===== src/rtl/ldtu_rx_pkg.sv =====
// Shared types and constants for the LiTE DTU serial receiver.
package ldtu_rx_pkg;

  typedef enum logic [1:0] {
    ST_HUNT   = 2'd0,
    ST_VERIFY = 2'd1,
    ST_LOCKED = 2'd2
  } rx_state_e;

  localparam logic [31:0] IDLE_WORD_DEF = 32'hEAAA_AAAA;

  localparam logic [1:0] HDR_BASELINE = 2'b01;
  localparam logic [2:0] HDR_SIGNAL   = 3'b001;
  localparam logic [3:0] HDR_FRAME    = 4'b1101;

  // A word is legal if its header matches one of the known word types or it is the idle word.
  function automatic logic is_legal_word(input logic [31:0] word, input logic [31:0] idle);
    return (word[31:30] == HDR_BASELINE) ||
           (word[31:29] == HDR_SIGNAL)   ||
           (word[31:28] == HDR_FRAME)    ||
           (word == idle);
  endfunction

endpackage


===== src/rtl/ldtu_rx_shifter.sv =====
// Serial-to-parallel shift register plus modulo-32 bit counter.
// sh_n is the value the register takes on the current edge; all word
// compares in the receiver look at it so decisions land on the LSB edge.
module ldtu_rx_shifter (
  input  logic        clk,
  input  logic        rst,
  input  logic        ser_in,
  input  logic        cnt_clr,
  output logic [31:0] sh_n,
  output logic [4:0]  bit_cnt
);

  logic [31:0] sh;

  assign sh_n = {sh[30:0], ser_in};

  // Shift in one bit per edge; counter wraps at 32 and is cleared on an idle match.
  always_ff @(posedge clk or posedge rst) begin
    if (rst) begin
      sh      <= '0;
      bit_cnt <= '0;
    end else begin
      sh      <= sh_n;
      bit_cnt <= cnt_clr ? 5'd0 : bit_cnt + 5'd1;
    end
  end

endmodule


===== src/rtl/ldtu_ser_rx.sv =====
// Single-lane LiTE DTU serial receiver: word alignment on the idle word,
// legality check and strobed word output.
// Optional feature macro: LDTU_RX_ERRCNT_EN (8-bit saturating ERR_CNT).
//
// state     | meaning
// ----------+--------------------------------------------------------------
// ST_HUNT   | bit-by-bit search for the idle word, no word boundary known
// ST_VERIFY | candidate boundary found, counting consecutive aligned idles
// ST_LOCKED | aligned; every word boundary produces exactly one strobe
module ldtu_ser_rx
  import ldtu_rx_pkg::*;
#(
  parameter logic [31:0] IDLE_WORD    = IDLE_WORD_DEF,
  parameter int          LOCK_COUNT   = 4,
  parameter int          UNLOCK_COUNT = 4
) (
  input  logic        CLK,
  input  logic        RST,
  input  logic        SER_IN,
  output logic [31:0] DATA_OUT,
  output logic        DATA_VALID,
  output logic        IDLE_DET,
  output logic        WORD_ERR,
  output logic        LOCKED,
  output logic [7:0]  ERR_CNT
);

  localparam logic [3:0] LOCK_CNT4   = 4'(LOCK_COUNT);
  localparam logic [3:0] UNLOCK_CNT4 = 4'(UNLOCK_COUNT);

  logic [31:0] sh_n;
  logic [4:0]  bit_cnt;
  logic        cnt_clr;

  rx_state_e   state, state_nxt;
  logic [3:0]  good_cnt, good_nxt, good_inc;
  logic [3:0]  bad_cnt, bad_nxt, bad_inc;
  logic [31:0] data_nxt;
  logic        valid_nxt, idle_nxt, err_nxt;
  logic        word_end, is_idle, is_legal;

  ldtu_rx_shifter u_shifter (
    .clk     (CLK),
    .rst     (RST),
    .ser_in  (SER_IN),
    .cnt_clr (cnt_clr),
    .sh_n    (sh_n),
    .bit_cnt (bit_cnt)
  );

  assign word_end = (bit_cnt == 5'd31);
  assign is_idle  = (sh_n == IDLE_WORD);
  assign is_legal = is_legal_word(sh_n, IDLE_WORD);
  assign good_inc = good_cnt + 4'd1;
  assign bad_inc  = bad_cnt + 4'd1;

  // Next-state, counter and strobe decode.
  always_comb begin
    state_nxt = state;
    good_nxt  = good_cnt;
    bad_nxt   = bad_cnt;
    cnt_clr   = 1'b0;
    data_nxt  = DATA_OUT;
    valid_nxt = 1'b0;
    idle_nxt  = 1'b0;
    err_nxt   = 1'b0;
    case (state)
      ST_HUNT: begin
        if (is_idle) begin
          cnt_clr   = 1'b1;
          good_nxt  = 4'd1;
          bad_nxt   = 4'd0;
          state_nxt = (LOCK_CNT4 == 4'd1) ? ST_LOCKED : ST_VERIFY;
        end
      end
      ST_VERIFY: begin
        if (word_end) begin
          if (is_idle) begin
            good_nxt = good_inc;
            if (good_inc == LOCK_CNT4) state_nxt = ST_LOCKED;
          end else begin
            good_nxt  = 4'd0;
            state_nxt = ST_HUNT;
          end
        end
      end
      ST_LOCKED: begin
        if (word_end) begin
          if (is_idle) begin
            idle_nxt = 1'b1;
            bad_nxt  = 4'd0;
          end else if (is_legal) begin
            data_nxt  = sh_n;
            valid_nxt = 1'b1;
            bad_nxt   = 4'd0;
          end else begin
            err_nxt = 1'b1;
            bad_nxt = bad_inc;
            if (bad_inc == UNLOCK_CNT4) state_nxt = ST_HUNT;
          end
        end
      end
      default: state_nxt = ST_HUNT;
    endcase
  end

  // State, counters and registered outputs.
  always_ff @(posedge CLK or posedge RST) begin
    if (RST) begin
      state      <= ST_HUNT;
      good_cnt   <= '0;
      bad_cnt    <= '0;
      DATA_OUT   <= '0;
      DATA_VALID <= 1'b0;
      IDLE_DET   <= 1'b0;
      WORD_ERR   <= 1'b0;
      LOCKED     <= 1'b0;
    end else begin
      state      <= state_nxt;
      good_cnt   <= good_nxt;
      bad_cnt    <= bad_nxt;
      DATA_OUT   <= data_nxt;
      DATA_VALID <= valid_nxt;
      IDLE_DET   <= idle_nxt;
      WORD_ERR   <= err_nxt;
      LOCKED     <= (state_nxt == ST_LOCKED);
    end
  end

`ifdef LDTU_RX_ERRCNT_EN
  logic [7:0] err_cnt_q;

  // Saturating count of illegal words; survives loss of lock.
  always_ff @(posedge CLK or posedge RST) begin
    if (RST)                             err_cnt_q <= '0;
    else if (err_nxt && err_cnt_q != 8'hFF) err_cnt_q <= err_cnt_q + 8'd1;
  end

  assign ERR_CNT = err_cnt_q;
`else
  assign ERR_CNT = 8'd0;
`endif

endmodule

===== config.mk =====
export PLATFORM = sky130hd
export DESIGN_NAME = ldtu_ser_rx
export DESIGN_NICKNAME = d
export VERILOG_FILES = /design/src/rtl/ldtu_rx_pkg.sv /design/src/rtl/ldtu_rx_shifter.sv /design/src/rtl/ldtu_ser_rx.sv
export SDC_FILE = /design/constraint.sdc
export NUM_CORES = 1
export LEC_CHECK = 0
export CAP_MARGIN = 20
export CORE_MARGIN = 2
export CORE_UTILIZATION = 26
export DETAILED_ROUTE_END_ITERATION = 6
export HOLD_SLACK_MARGIN = 0.15
export MAX_ROUTING_LAYER = met4
export PLACE_DENSITY = 0.45
export SETUP_SLACK_MARGIN = 0.2
export SYNTH_ARGS = -nofsm -noshare
export SYNTH_HDL_FRONTEND = slang
export SYNTH_HIERARCHICAL = 1
export SYNTH_SLANG_ARGS = --single-unit

===== constraint.sdc =====
create_clock -name CLK -period 2.7 [get_ports CLK]
set_input_delay 0.675 -clock CLK [delete_from_list [all_inputs] [get_ports CLK]]
set_output_delay 0.675 -clock CLK [all_outputs]
set_load 0.02 [all_outputs]

-- Yosys cells after proc, flatten, opt, wreduce, memory -nomap -nowiden
Index checks and enable logic that the tools add are counted.
- register bits after elaboration: 82
- word-level logic and storage cells: 67
- input port bits: 3
- equal/unequal tests: 13
- multiplexer cells: 31
- reduce and logical (&&, ||, !) cells: 9
- add/sub/neg operators: 3
- bitwise logic cells: 1
- operator list (kind ; number):
    $eq A32 B32 Y1 const B ; 1
    $mux W4 ; 7
    $mux W2 ; 8
    $pmux W4 S2 ; 2
    $mux W1 ; 12
    $add A4 B1 Y4 const B ; 2
    $eq A4 B3 Y1 const B ; 2
    $ne A2 B2 Y1 const B ; 3
    $pmux W2 S3 ; 1
    $reduce_and A3 Y1 ; 2
    $add A5 B1 Y5 const B ; 1
    $eq A5 B5 Y1 const B ; 1
    $mux W5 ; 1
    $eq A2 B1 Y1 const B ; 2
    $eq A2 B2 Y1 const B ; 2
    $eq A4 B4 Y1 const B ; 1
    $reduce_and A4 Y1 ; 1
    $reduce_bool A2 Y1 ; 2
    $eq A3 B1 Y1 const B ; 1
    $logic_or A1 B1 Y1 ; 3
    $logic_not A2 Y1 ; 1
    $not A1 Y1 ; 1

-- Depth between registers and ports, before layout
- depth in word-level cells: 9
- mapped depth: 8

-- Cells and area by module
The synthesis kept the hierarchy.
- by module, submodules not included (module ; sequential area each (um^2) ; times used ; area each (um^2) ; cells an instance):
    ldtu_ser_rx ; 1151.1 ; 1 ; 2293.4 ; 186
    ldtu_rx_shifter ; 900.9 ; 1 ; 1007.2 ; 51

-- Worst setup path before layout
Ideal clock, no wire load.
- kind: reg-to-reg
- start: reg u_shifter.sh[27]
- end: reg u_shifter.bit_cnt[3]
- stages on the path, launching flop included: 8
- period minus slack after synthesis: 2319 ps
- data required time: 2575 ps
- setup slack: 381 ps
- data arrival time: 2194 ps
- cells stage by stage: dfrtp_1 -> or4b_1 -> nor4_2 -> and3_4 -> nor2b_1 -> nor2b_1 -> nor2_1 -> mux2_4
- cells in the longest elaborated chain, start to end: 4
- ends and longest elaborated chain (what ; line ; source):
    start: declaration ; ldtu_rx_shifter.sv:13 ; logic [31:0] sh;
    start signal: assignment ; ldtu_rx_shifter.sv:23 ; sh <= sh_n;
    $eq A32 B32 Y1 ; ldtu_ser_rx.sv:52 ; assign is_idle = (sh_n == IDLE_WORD);
    $mux W1 ; ldtu_ser_rx.sv:69 ; if (is_idle) begin
    $mux W1 ; ldtu_ser_rx.sv:67 ; case (state)
    named net cnt_clr ; ldtu_ser_rx.sv:33 ; logic cnt_clr;
    $mux W5 ; ldtu_rx_shifter.sv:24 ; bit_cnt <= cnt_clr ? 5'd0 : bit_cnt + 5'd1;
    end signal: assignment ; ldtu_rx_shifter.sv:24 ;
    end: declaration ; ldtu_rx_shifter.sv:10 ; output logic [4:0] bit_cnt
The timed path passes the listed nets, and every way through them passes these cells.
A chain may end at the register's enable or synchronous reset.

-- Worst setup path after layout
- start: reg u_shifter.sh[1]
- end: reg u_shifter.bit_cnt[3]
Same word-level chain as after synthesis.

==> summary.md <==
The run finished with clean final reports. The mapped netlist covers 0.00330 sq mm. Counting every sink on the clock net gives 82. The run gives 237 as the number of cells produced by synthesis.

Summed over all cells, the static leakage comes to 1.88 nW. The number of buffers on the longest clock path came out at 2. Routability-driven placement finished with a final weighted congestion of 0.720.

Count of buffer and inverter cells on the critical path: 1. In this run, synthesis produced a sequential element count of 82. The global-route wire length before repair is 11300 um, and the number of cells in the design after placement is 446. The later-pin clock latency in the skew report is 0.33 ns, and the final worst setup slack is 0.469 ns.

TritonCTS created 9 clock buffers. During synthesis, Yosys emitted a total of 6 warnings. The finished layout holds 462 standard cells, fillers aside.

Among cell families on the critical path, the largest total delay comes from simple AND/OR/NAND/NOR gates. The worst setup slack before clock tree synthesis is -0.0107 ns. Number of slew-limit violations in the final report: 0. The floorplan step defined a core boundary enclosing 0.0125 sq mm.

IR analysis of the VDD net gives a maximum drop of 251 uV. The tools report the die footprint as 0.0136 sq mm. The data required time at the worst endpoint was 2.92 ns; the number of nets in the final layout was 293. The measured slew at the worst slew-check pin is 0.556 ns.

Once detailed placement completed, the half-perimeter wirelength came to 4430 um. The run gives 26.4% as the effective utilization at floorplan. After synthesis, the netlist uses 53 different library cells.

Traced cell by cell, the critical path runs through or4b_1 -> nor4_2 -> and3_4 -> nor2b_2 -> nor2b_1 -> buf_4 -> nor2_1 -> mux2_4. The design draws 0.00256 W. Each instance of the synthesized netlist takes up on average 13.9 sq um. For the remaining design rule violation count, the log shows 0. Global routing used 11.4% of the available tracks. The post-place instance area was 0.00389 sq mm; the final number of hold-violating endpoints was 0. The tools report the number of post-CTS setup repair buffers as 0.

In this design, the stage delay of the slowest critical-path cell is 0.53 ns. Relative to the synthesized area, the layout overhead comes to 26.9%. The critical path in this run is classified as flip-flop to flip-flop. Detailed routing inserted a total of 2005 vias. Setup repair after global routing left no endpoint under its margin. The tools report the number of iterations in the first detailed-routing pass as 4. The number of H-tree branching levels is 3.

The shortest period the worst path allows was 2.23 ns; the fmax was 448 MHz. At the worst endpoint, the arrival time is 2.45 ns. The via count of the first global-routing pass is 2135. Summing the sequential cell areas from Yosys gives 62.2% of the chip area.

In this run, synthesis inferred 0 flip-flops with an integrated enable. Entering global routing, the biggest net connects 47 pins. Dividing total power by cell area gives a power density of 611 mW/mm^2. The remaining global-route overflow is 0.

The total detailed-routing wirelength is 6780 um, and the tightest slew margin relative to the limit is 62.6%. In this run, the number of DRC markers left after iteration 0 of detailed routing was 107. The highest fanout seen on the critical path was 5; the number of port buffers was 38. The library cell contributing the largest single delay on the critical path is sky130_fd_sc_hd__or4b_1. The I/O pin count is 47, and the share of cells above drive strength 1 is 22.4%. Among all flip-flop cells after synthesis, the most frequent one is sky130_fd_sc_hd__dfrtp_1.

The count of maximum capacitance violations was 0. The tools report the number of rows in the core area as 41. Setup violations remaining at the end of the flow were counted as 0. The per-cell via count in the routed design was 4.34.

The post-route cell area came out at 0.00419 sq mm. The wire length per cell after detailed routing was 14.7 um. The fraction of the cycle the final worst path needs came out at 82.6%.

Worst hold path class: flip-flop to flip-flop. The worst setup path is launched from a flip-flop. The share of async-settable or async-resettable flops after synthesis came out at 100%. STA classifies the critical path endpoint as a flip-flop. The tree is rooted in a sky130_fd_sc_hd__clkbuf_16.

In this run the horizontal extent of the chip is 117 um. The clock transition at the registers of the reported paths is 0.06 ns, and the diode insertion count for antenna repair is 0. Across the routed clock network, the largest skew measured is 0.00704 ns. TritonCTS built the clock tree. The logs give 0 for the initial antenna violation count and 0 for the post-detailed-route count of antenna-violating nets. In this run the vertical extent of the chip is 117 um.
[worst paths after layout]
check	from	endpoint	slack (ns)	depth (start not counted)
setup / recovery	u_shifter/sh[1]	u_shifter/bit_cnt[3]	0.47	8
hold / removal	u_shifter/sh[8]	u_shifter/sh[9]	0.39	0
setup reg to reg	u_shifter/sh[1]	u_shifter/bit_cnt[3]	0.47	8
hold reg to reg	u_shifter/sh[8]	u_shifter/sh[9]	0.39	0
max in group asynchronous	RST	u_shifter/sh[22]	1.57	3
min in group asynchronous	RST	DATA_OUT[5]	0.72	3
[synth_stat cells (2+ instances only)]
cell | instances | area share [%]
sky130_fd_sc_hd__clkbuf_1 | 3 | 0.34
sky130_fd_sc_hd__a41oi_1 | 2 | 0.53
sky130_fd_sc_hd__or4bb_1 | 3 | 1.0
sky130_fd_sc_hd__inv_1 | 5 | 0.57
sky130_fd_sc_hd__nor2_2 | 2 | 0.38
sky130_fd_sc_hd__a21oi_1 | 5 | 0.76
sky130_fd_sc_hd__a32o_1 | 2 | 0.61
sky130_fd_sc_hd__nand2b_1 | 3 | 0.57
sky130_fd_sc_hd__nand4_1 | 2 | 0.38
sky130_fd_sc_hd__nor3_1 | 3 | 0.45
sky130_fd_sc_hd__xor2_1 | 2 | 0.53
sky130_fd_sc_hd__nand4bb_1 | 5 | 1.7
sky130_fd_sc_hd__and2_1 | 2 | 0.38
sky130_fd_sc_hd__nor4_1 | 2 | 0.38
sky130_fd_sc_hd__nand2_1 | 4 | 0.45
sky130_fd_sc_hd__nand4b_1 | 4 | 1.1
sky130_fd_sc_hd__nor2_1 | 9 | 1.0
sky130_fd_sc_hd__o21ai_0 | 3 | 0.45
sky130_fd_sc_hd__mux2_2 | 32 | 11
sky130_fd_sc_hd__and3_1 | 2 | 0.38
sky130_fd_sc_hd__buf_2 | 2 | 0.30
sky130_fd_sc_hd__ha_1 | 5 | 1.9
sky130_fd_sc_hd__mux2_4 | 2 | 0.91
sky130_fd_sc_hd__nand3_1 | 8 | 1.2
sky130_fd_sc_hd__nor2b_1 | 8 | 1.5
sky130_fd_sc_hd__dfrtp_1 | 82 | 62
sky130_fd_sc_hd__buf_4 | 9 | 2.0
[area by class of cell]
class | count | area [sq um]
inverters | 5 | 18.8
multi-input cells | 141 | 1150
clock buffers | 11 | 233
flip-flops and latches | 82 | 2050
fillers | 1270 | 8330
well taps | 172 | 215
clock inverters | 5 | 62.6
repair buffers | 46 | 455
[stage by stage]
stage	hold WS [ns]	setup TNS (ns)	utilization (%)
finish	0.392	0	33.5
global route	0.412	0	33.5
CTS	0.397	0	33.4
detailed placement	0.381	-0.0107	31.1
global placement	0.380	0	31.1
floorplan	0.362	0	-
[routing by layer]
layer | vias up | GRT usage, % | share of wire, %
li1 | 937 | - | -
met3 | 6 | 3.84 | 3.8
met2 | 40 | 16.4 | 46
met5 | - | - | 0
met4 | 0 | 3.53 | 1.2
met1 | 1022 | 15.1 | 49
[worst reg2reg max path, cell delays in order (launching register included)]
cell and delay, ns:
sky130_fd_sc_hd__dfrtp_1 0.40, sky130_fd_sc_hd__or4b_1 0.53, sky130_fd_sc_hd__nor4_2 0.23, sky130_fd_sc_hd__and3_4 0.23
sky130_fd_sc_hd__nor2b_2 0.15, sky130_fd_sc_hd__nor2b_1 0.14, sky130_fd_sc_hd__buf_4 0.14, sky130_fd_sc_hd__nor2_1 0.04
sky130_fd_sc_hd__mux2_4 0.26
[layout by cell type (no fill, tap or decap), types with 3 or more instances in the layout]
cell,n
sky130_fd_sc_hd__nand3_1,8
sky130_fd_sc_hd__nand4bb_1,5
sky130_fd_sc_hd__o21ai_0,3
sky130_fd_sc_hd__nor2_1,9
sky130_fd_sc_hd__ha_1,5
sky130_fd_sc_hd__a21oi_1,5
sky130_fd_sc_hd__nor2b_1,7
sky130_fd_sc_hd__nand2b_1,3
sky130_fd_sc_hd__nor3_1,3
sky130_fd_sc_hd__mux2_2,32
sky130_fd_sc_hd__buf_4,7
sky130_fd_sc_hd__nand4b_1,4
sky130_fd_sc_hd__conb_1,8
sky130_fd_sc_hd__clkdlybuf4s50_1,37
sky130_fd_sc_hd__or4bb_1,3
sky130_fd_sc_hd__nand2_1,4
sky130_fd_sc_hd__clkbuf_16,9
sky130_fd_sc_hd__inv_1,4
sky130_fd_sc_hd__dfrtp_1,82
[state kept, by name, summed over array words and instances, names as in the netlist]
name and cells:
DATA_OUT 32, u_shifter/sh 31, u_shifter/bit_cnt 5, bad_cnt 4, good_cnt 4, state 2, DATA_VALID 1, IDLE_DET 1
LOCKED 1, WORD_ERR 1
[repair_timing]
| action | 4_1_cts | 5_1_grt |
|---|---|---|
| endpoints found under the setup margin | 0 | 2 |
| hold buffers | 0 | 0 |
| resized for setup | 0 | 2 |
[cell families after synthesis]
logic type               share of synthesized area (%)
multiplexers                                      12.1
adder cells (fa/ha/maj)                           1.90
AND/OR/NAND/NOR                                   13.6
buffers and inverters                             3.83
flip-flops                                        62.2
XOR/XNOR                                         0.796
other                                            0.114
AO/OA/AOI/OAI                                     5.46
[power by group]
part | internal (W) | leakage [nW] | switching [W] | total (W)
clock network | 0.000722 | 0.136 | 0.000501 | 0.00122
registers | 0.00125 | 1.05 | 0.0000222 | 0.00128
logic | 0.0000172 | 0.693 | 0.0000432 | 0.0000604
Power figures use the tool's default switching activity.
